$ cat src/rtl/cpu_control_unit.sv
// cpu_control_unit: fetch/decode/execute sequencer driving the 8-bit CPU datapath strobes
module cpu_control_unit (
    input  logic       clk,
    input  logic       rst,
    input  logic       run,
    input  logic [3:0] opcode,
    input  logic       zero_flag,
    input  logic       carry_flag,
    output logic       mar_load,
    output logic       mar_sel_pc,
    output logic       mem_rd,
    output logic       mem_wr,
    output logic       ir_load,
    output logic       pc_inc,
    output logic       pc_load,
    output logic       b_load,
    output logic       acc_load,
    output logic [1:0] acc_sel,
    output logic       alu_sub,
    output logic       flags_load,
    output logic       out_load,
    output logic       halted,
    output logic       illegal,
    output logic [2:0] state
);
    typedef enum logic [2:0] {
        T0   = 3'd0,
        T1   = 3'd1,
        T2   = 3'd2,
        E1   = 3'd3,
        E2   = 3'd4,
        HALT = 3'd7
    } state_t;

    localparam logic [3:0] OP_LDA = 4'h1;
    localparam logic [3:0] OP_ADD = 4'h2;
    localparam logic [3:0] OP_SUB = 4'h3;
    localparam logic [3:0] OP_STA = 4'h4;
    localparam logic [3:0] OP_LDI = 4'h5;
    localparam logic [3:0] OP_JMP = 4'h6;
    localparam logic [3:0] OP_JZ  = 4'h7;
    localparam logic [3:0] OP_JC  = 4'h8;
    localparam logic [3:0] OP_OUT = 4'hE;
    localparam logic [3:0] OP_HLT = 4'hF;

    state_t cur, nxt;
    logic   mem_op, alu_op, undef;

    assign alu_op = (opcode == OP_ADD) || (opcode == OP_SUB);
    assign mem_op = alu_op || (opcode == OP_LDA) || (opcode == OP_STA);
    assign undef  = (opcode >= 4'h9) && (opcode <= 4'hD);
    assign state  = rst ? cur : 3'd0;

    // next-state decode; unreachable encodings fall back to T0
    always_comb begin
        case (cur)
            T0:      nxt = T1;
            T1:      nxt = T2;
            T2:      nxt = mem_op ? E1 : (opcode == OP_HLT) ? HALT : T0;
            E1:      nxt = alu_op ? E2 : T0;
            HALT:    nxt = HALT;
            default: nxt = T0;
        endcase
    end

    // state register: reset wins over everything, run=0 freezes the step
    always_ff @(posedge clk) begin
        if (!rst)
            cur <= T0;
        else if (run)
            cur <= nxt;
    end

    // Moore strobe decode, silenced while in reset or stalled
    always_comb begin
        mar_load   = 1'b0;
        mar_sel_pc = 1'b0;
        mem_rd     = 1'b0;
        mem_wr     = 1'b0;
        ir_load    = 1'b0;
        pc_inc     = 1'b0;
        pc_load    = 1'b0;
        b_load     = 1'b0;
        acc_load   = 1'b0;
        acc_sel    = 2'd0;
        alu_sub    = 1'b0;
        flags_load = 1'b0;
        out_load   = 1'b0;
        illegal    = 1'b0;
        halted     = rst && (cur == HALT);
        if (rst && run) begin
            case (cur)
                T0: begin
                    mar_load   = 1'b1;
                    mar_sel_pc = 1'b1;
                end
                T1: begin
                    mem_rd  = 1'b1;
                    ir_load = 1'b1;
                    pc_inc  = 1'b1;
                end
                T2: begin
                    mar_load = mem_op;
                    acc_load = (opcode == OP_LDI);
                    acc_sel  = (opcode == OP_LDI) ? 2'd1 : 2'd0;
                    pc_load  = (opcode == OP_JMP) || ((opcode == OP_JZ) && zero_flag)
                            || ((opcode == OP_JC) && carry_flag);
                    out_load = (opcode == OP_OUT);
                    illegal  = undef;
                end
                E1: begin
                    mem_rd   = alu_op || (opcode == OP_LDA);
                    acc_load = (opcode == OP_LDA);
                    b_load   = alu_op;
                    mem_wr   = (opcode == OP_STA);
                end
                E2: begin
                    acc_load   = 1'b1;
                    acc_sel    = 2'd2;
                    alu_sub    = (opcode == OP_SUB);
                    flags_load = 1'b1;
                end
                default: ;
            endcase
        end
    end
endmodule
$ cat config.mk
export PLATFORM = sky130hd
export DESIGN_NAME = cpu_control_unit
export DESIGN_NICKNAME = d
export VERILOG_FILES = /design/src/rtl/cpu_control_unit.sv
export SDC_FILE = /design/constraint.sdc
export NUM_CORES = 1
export LEC_CHECK = 0
export BUFFER_PORTS_ARGS = -buffer_cell sky130_fd_sc_hd__buf_2
export CAP_MARGIN = 20
export CORE_UTILIZATION = 39
export CTS_CLUSTER_SIZE = 16
export DETAILED_ROUTE_END_ITERATION = 10
export MAX_ROUTING_LAYER = met4
export PLACE_DENSITY = 0.68
export SYNTH_ARGS = -nofsm -noshare
export SYNTH_HDL_FRONTEND = slang
export SYNTH_SLANG_ARGS = --single-unit
$ cat constraint.sdc
create_clock -name clk -period 2 [get_ports clk]
set_clock_uncertainty 0.2 [all_clocks]
set_input_delay 0.4 -clock clk [delete_from_list [all_inputs] [get_ports clk]]
set_output_delay 0.4 -clock clk [all_outputs]
set_load 0.05 [all_outputs]
==> impl_metrics.yaml, run 1 <==
run_status:
  outcome: "did not finish"
  stop_stage: "global routing"
  tool.error: "[ERROR DPL-0038] Utilization greater than 100%, impossible to legalize"
yosys:
  synthFlopType: "dfxtp_1"
  synthDistinctLibCells: 38
  ys_seq_area_frac: 0.1146
  synth_area_leaders: "dfxtp_1 (11%), nor3b_1 (7.2%), nand3b_1 (5.7%), nor3_1 (4.8%), buf_4 (4.3%)"
  synth_top_family_by_area: "simple AND/OR/NAND/NOR gates"
  ys.warnings.count: 0
  yosys.area_share.simple: 0.5394
  synth_area_leader_cell: "dfxtp_1"
  synth_top_cell_area_share: 0.1146
  syn_area_per_cell_sq_um: 7.384
  synth_mux_area_frac: 0.01909
  yosys.area_share.xor_xnor: 0
  synth_compound_area_frac: 0.2124
  synth_edf_count: 0
  syn-cell-area_sq_um: 524.3
  synth-async-reset-ratio: 0
  synth-adder-area-share: 0
  postSynthCellCount: 71
  ys_ff_latch: 3
  synth_nets: 80
die:
  rows: 12
  die_w_um: 38.67
  chipHeight_um: 38.67
  io-pin-count: 28
  start_util: 0.4476
placed_design:
  placed_area_sq_um: 908.4
  gp_congestion: 0.8307
  dp_cells: 129
  hpwl_mm: 1.322
  numPortBuffers: 27
timing:
  worst_endpoint: "mem_rd"
  endpoint_type: "top-level output"
cts:
  clock_sinks: 3
  cts_made_buffers: 3
  root_buffer: "clkbuf_4"
  cts_max_level: 1
  hold_buffers: 0
  cts_buffer_depth: 2
global_route:
  grt_max_degree: 11
==> metrics by stage <==
step           worst slack [ns]  TNS (ns)
2_1_floorplan           -0.1792   -0.6141
3_3_place_gp            -0.1099   -0.4153
3_5_place_dp            -0.1128   -0.4550
4_1_cts                -0.07976   -0.3183
==> cells by family after synthesis <==
| logic type | count (synthesis) |
|---|---|
| AO/OA/AOI/OAI | 14 |
| multiplexers | 1 |
| flip-flops | 3 |
| buffers and inverters | 10 |
| AND/OR/NAND/NOR | 43 |
==> cell usage after synthesis, drive strengths merged, types with 3 or more instances <==
cell,n
buf,8
nor3,5
nor3b,5
and3,4
nand2,4
nand3b,4
dfxtp,3
nor2b,3
or2,3
==> what timing repair did <==
action / in CTS
gates resized for setup: 44
pin swaps: 7
endpoints found under the hold margin: 0
setup endpoints to repair: 16
gates cloned: 0
buffers inserted: 5
==> inputs of run 2 (changes only) <==
Settings changed: CORE_AREA set to 2 2 63 65, CORE_UTILIZATION 39 to unset, CTS_CLUSTER_SIZE 16 to unset, DIE_AREA set to 0 0 65 67, MAX_ROUTING_LAYER met4 to unset, PLACE_DENSITY 0.68 to unset, PLACE_DENSITY_LB_ADDON set to 0.15.
==> impl_metrics.yaml, run 2 <==
run_status:
  outcome: "finished with violations"
  violations: "negative setup slack"
timing:
  max_freq_mhz: 485.6
  worst_slew_pin_slew_ns: 0.2708
  setup_slack_ns: -0.05924
  hold_viol: 0
  setup_viol: 7
  slew_headroom: 0.8190
  fin_crit_sh: 1.030
  rsz0062_at_grt: "true"
  final_max_slew_viol_count: 0
  min_period_ns: 2.059
placed_design:
  numPortBuffers: 27
  hpwl_mm: 1.575
  gp_congestion: 0.7464
routing:
  via_per_inst: 4.225
  wl_per_cell_um: 11.82
  drt_iter0_drc: 10
  first_pass_iters: 4
  route.detailed.drc: 0
  vias: 731
  totalWireLength_mm: 2.044
  antenna_left: 0
die:
  start_util: 0.1454
  rows: 22
  core_sq_um: 3606
  chipHeight_um: 67
  io-pin-count: 28
  die_w_um: 65
  die_area_sq_um: 4355
critical_path:
  critPathCaptureType: "output pin"
  path_class: "flop to output pin"
  arrival_ns: 1.46
  cpMostUsedCell: "buf_6"
  cp_cell_sequence: "buf_6 > and3b_2 > nand2_4 > nor4b_4 > buf_6"
  crit-reg2reg-launch: "cur[2]$_SDFFE_PN0P_"
  required_ns: 1.40
  slowest_stage: "dfxtp_2"
  slowest_delay_ns: 0.32
  cpLargestDelayFamily: "simple AND/OR/NAND/NOR gates"
  r2r_cells: 6
  crit_buf_inv: 2
  r2r_slack_ns: 0.46
  rr_endpoint: "cur[1]$_SDFFE_PN0P_"
  critPathMaxFanout: 3
  startpoint_type: "flop"
yosys:
  synth_top_family_by_area: "simple AND/OR/NAND/NOR gates"
  synth_mux_area_frac: 0.01909
  postSynthCellCount: 71
  synth_area_leader_cell: "dfxtp_1"
  yosys.area_share.simple: 0.5394
  synth-async-reset-ratio: 0
  ys.warnings.count: 0
  synthDistinctLibCells: 38
  synth_area_leaders: "dfxtp_1 (11%), nor3b_1 (7.2%), nand3b_1 (5.7%), nor3_1 (4.8%), buf_4 (4.3%)"
  yosys.area_share.xor_xnor: 0
  syn-cell-area_sq_um: 524.3
  synth_compound_area_frac: 0.2124
  ys_ff_latch: 3
  synth_top_cell_area_share: 0.1146
  synth_edf_count: 0
  synthFlopType: "dfxtp_1"
  ys_seq_area_frac: 0.1146
  synth_nets: 80
  synth-adder-area-share: 0
  synth.cells.most_frequent: "nor3_1 (5), nor3b_1 (5), nand2_1 (4), nand3b_1 (4)"
  syn_area_per_cell_sq_um: 7.384
power:
  power.total_uw: 433.3
  p_leak_nw: 0.5661
  pwr_density_cell_nw_per_um2: 347.3
  vdd_drop_max_v: 0.0001311
final_layout:
  largest_reg_flops: 3
  largest_register: "cur"
  layout_commonest_cell: "buf_4"
  final_nets: 135
  layout_common_cells: "buf_4 (30), buf_6 (13), buf_2 (10), nor3_4 (4), nand3b_1 (4)"
  utilization: 0.3459
  drive_gt1_frac: 0.7440
  area_growth_pct: 137.9
  reg.largest.list: "cur x3"
  diodes: 0
global_route:
  grt_use_total: 0.1010
  antenna_found_initial: 0
  grt-ovfl-total: 0
  grt_pass1_wl_mm: 3.422
  grt_max_degree: 11
  grt_pass1_vias: 735
cts:
  cts_made_buffers: 3
  cts_tree: "built"
  path_clk_slew_ns: 0.03
  clock_sinks: 3
  insertion_delay_ns: 0.21
  cts_max_level: 1
  cts_buffer_depth: 2
  hold_buffers: 0
  root_buffer: "clkbuf_8"
min_path:
  min_path_cells: 3
  min-delay-start: "rst"
  hold_path.class: "input port to flop"
  whs_endpoint: "cur[0]$_SDFFE_PN0P_"
run:
  cap_violations: 0
## run 2: cell counts after synthesis
Identical to the previous run, type by type.
## run 2: worst min-delay path, cell delays in order
cell     delay, ns
buf_2         0.13
buf_4         0.14
o211a_1       0.10
## run 2: where the power goes
part | switching (mW) | internal, mW | total, mW
combinational | 0.0952 | 0.0914 | 0.187
clock | 0.0375 | 0.136 | 0.173
sequential | 0.00976 | 0.0638 | 0.0735
## run 2: how the worst max path moves through the flow
stage | slack (ns) | cells after the start | from | to
finish | -0.06 | 5 | cur[2]$_SDFFE_PN0P_ | acc_sel[0]
global route | -0.16 | 5 | cur[2]$_SDFFE_PN0P_ | mem_rd
CTS | -0.07 | 5 | cur[2]$_SDFFE_PN0P_ | mem_rd
detailed placement | -0.12 | 6 | rst | mem_rd
global placement | -0.1 | 4 | opcode[1] | mem_wr
floorplan | -0.18 | 3 | rst | mem_rd
## run 2: area by class of cell
cell class              count  area (sq um)
fillers                   385          2359
multi-input cells          58         586.8
repair buffers             58         481.7
flip-flops and latches      3         66.31
well taps                  48         60.06
clock buffers               4         45.04
inverters                   2         7.507
## run 2: repair_timing
item	in CTS	in global routing
pin swaps	6	4
endpoints found under the setup margin	16	14
buffers inserted	3	1
endpoints found under the hold margin	0	0
resized for setup	38	20
## run 2: cell families after synthesis
kind of cell | Yosys count
DFF | 3
and+or+nand+nor | 43
muxes | 1
buffers and inverters | 10
AOI/OAI and AO/OA | 14
## run 2: stage by stage
step	hold slack, ns	cell area, sq um	setup WS, ns	TNS [ns]	std cells
detailed placement	0.5040	973.4	-0.1242	-0.7940	166
global route	0.4245	1247	-0.1646	-0.9435	173
floorplan	0.3334	628.1	-0.1792	-0.6141	71
finish	0.4100	1247	-0.05924	-0.2351	173
CTS	0.3897	1169	-0.06788	-0.3665	173
global placement	0.5347	973.4	-0.09979	-0.7357	166
## run 2: per-layer routing
metal | up-vias | part of all wire | global-route usage | routed length [um]
met5 | - | 0 | 0 | 0
met4 | 0 | 0.010 | 0.02660 | 21
met3 | 2 | 0.040 | 0.02872 | 81
met2 | 24 | 0.47 | 0.1662 | 960
met1 | 334 | 0.48 | 0.1285 | 980
li1 | 371 | - | - | -
(Power assumes the default switching activity.)
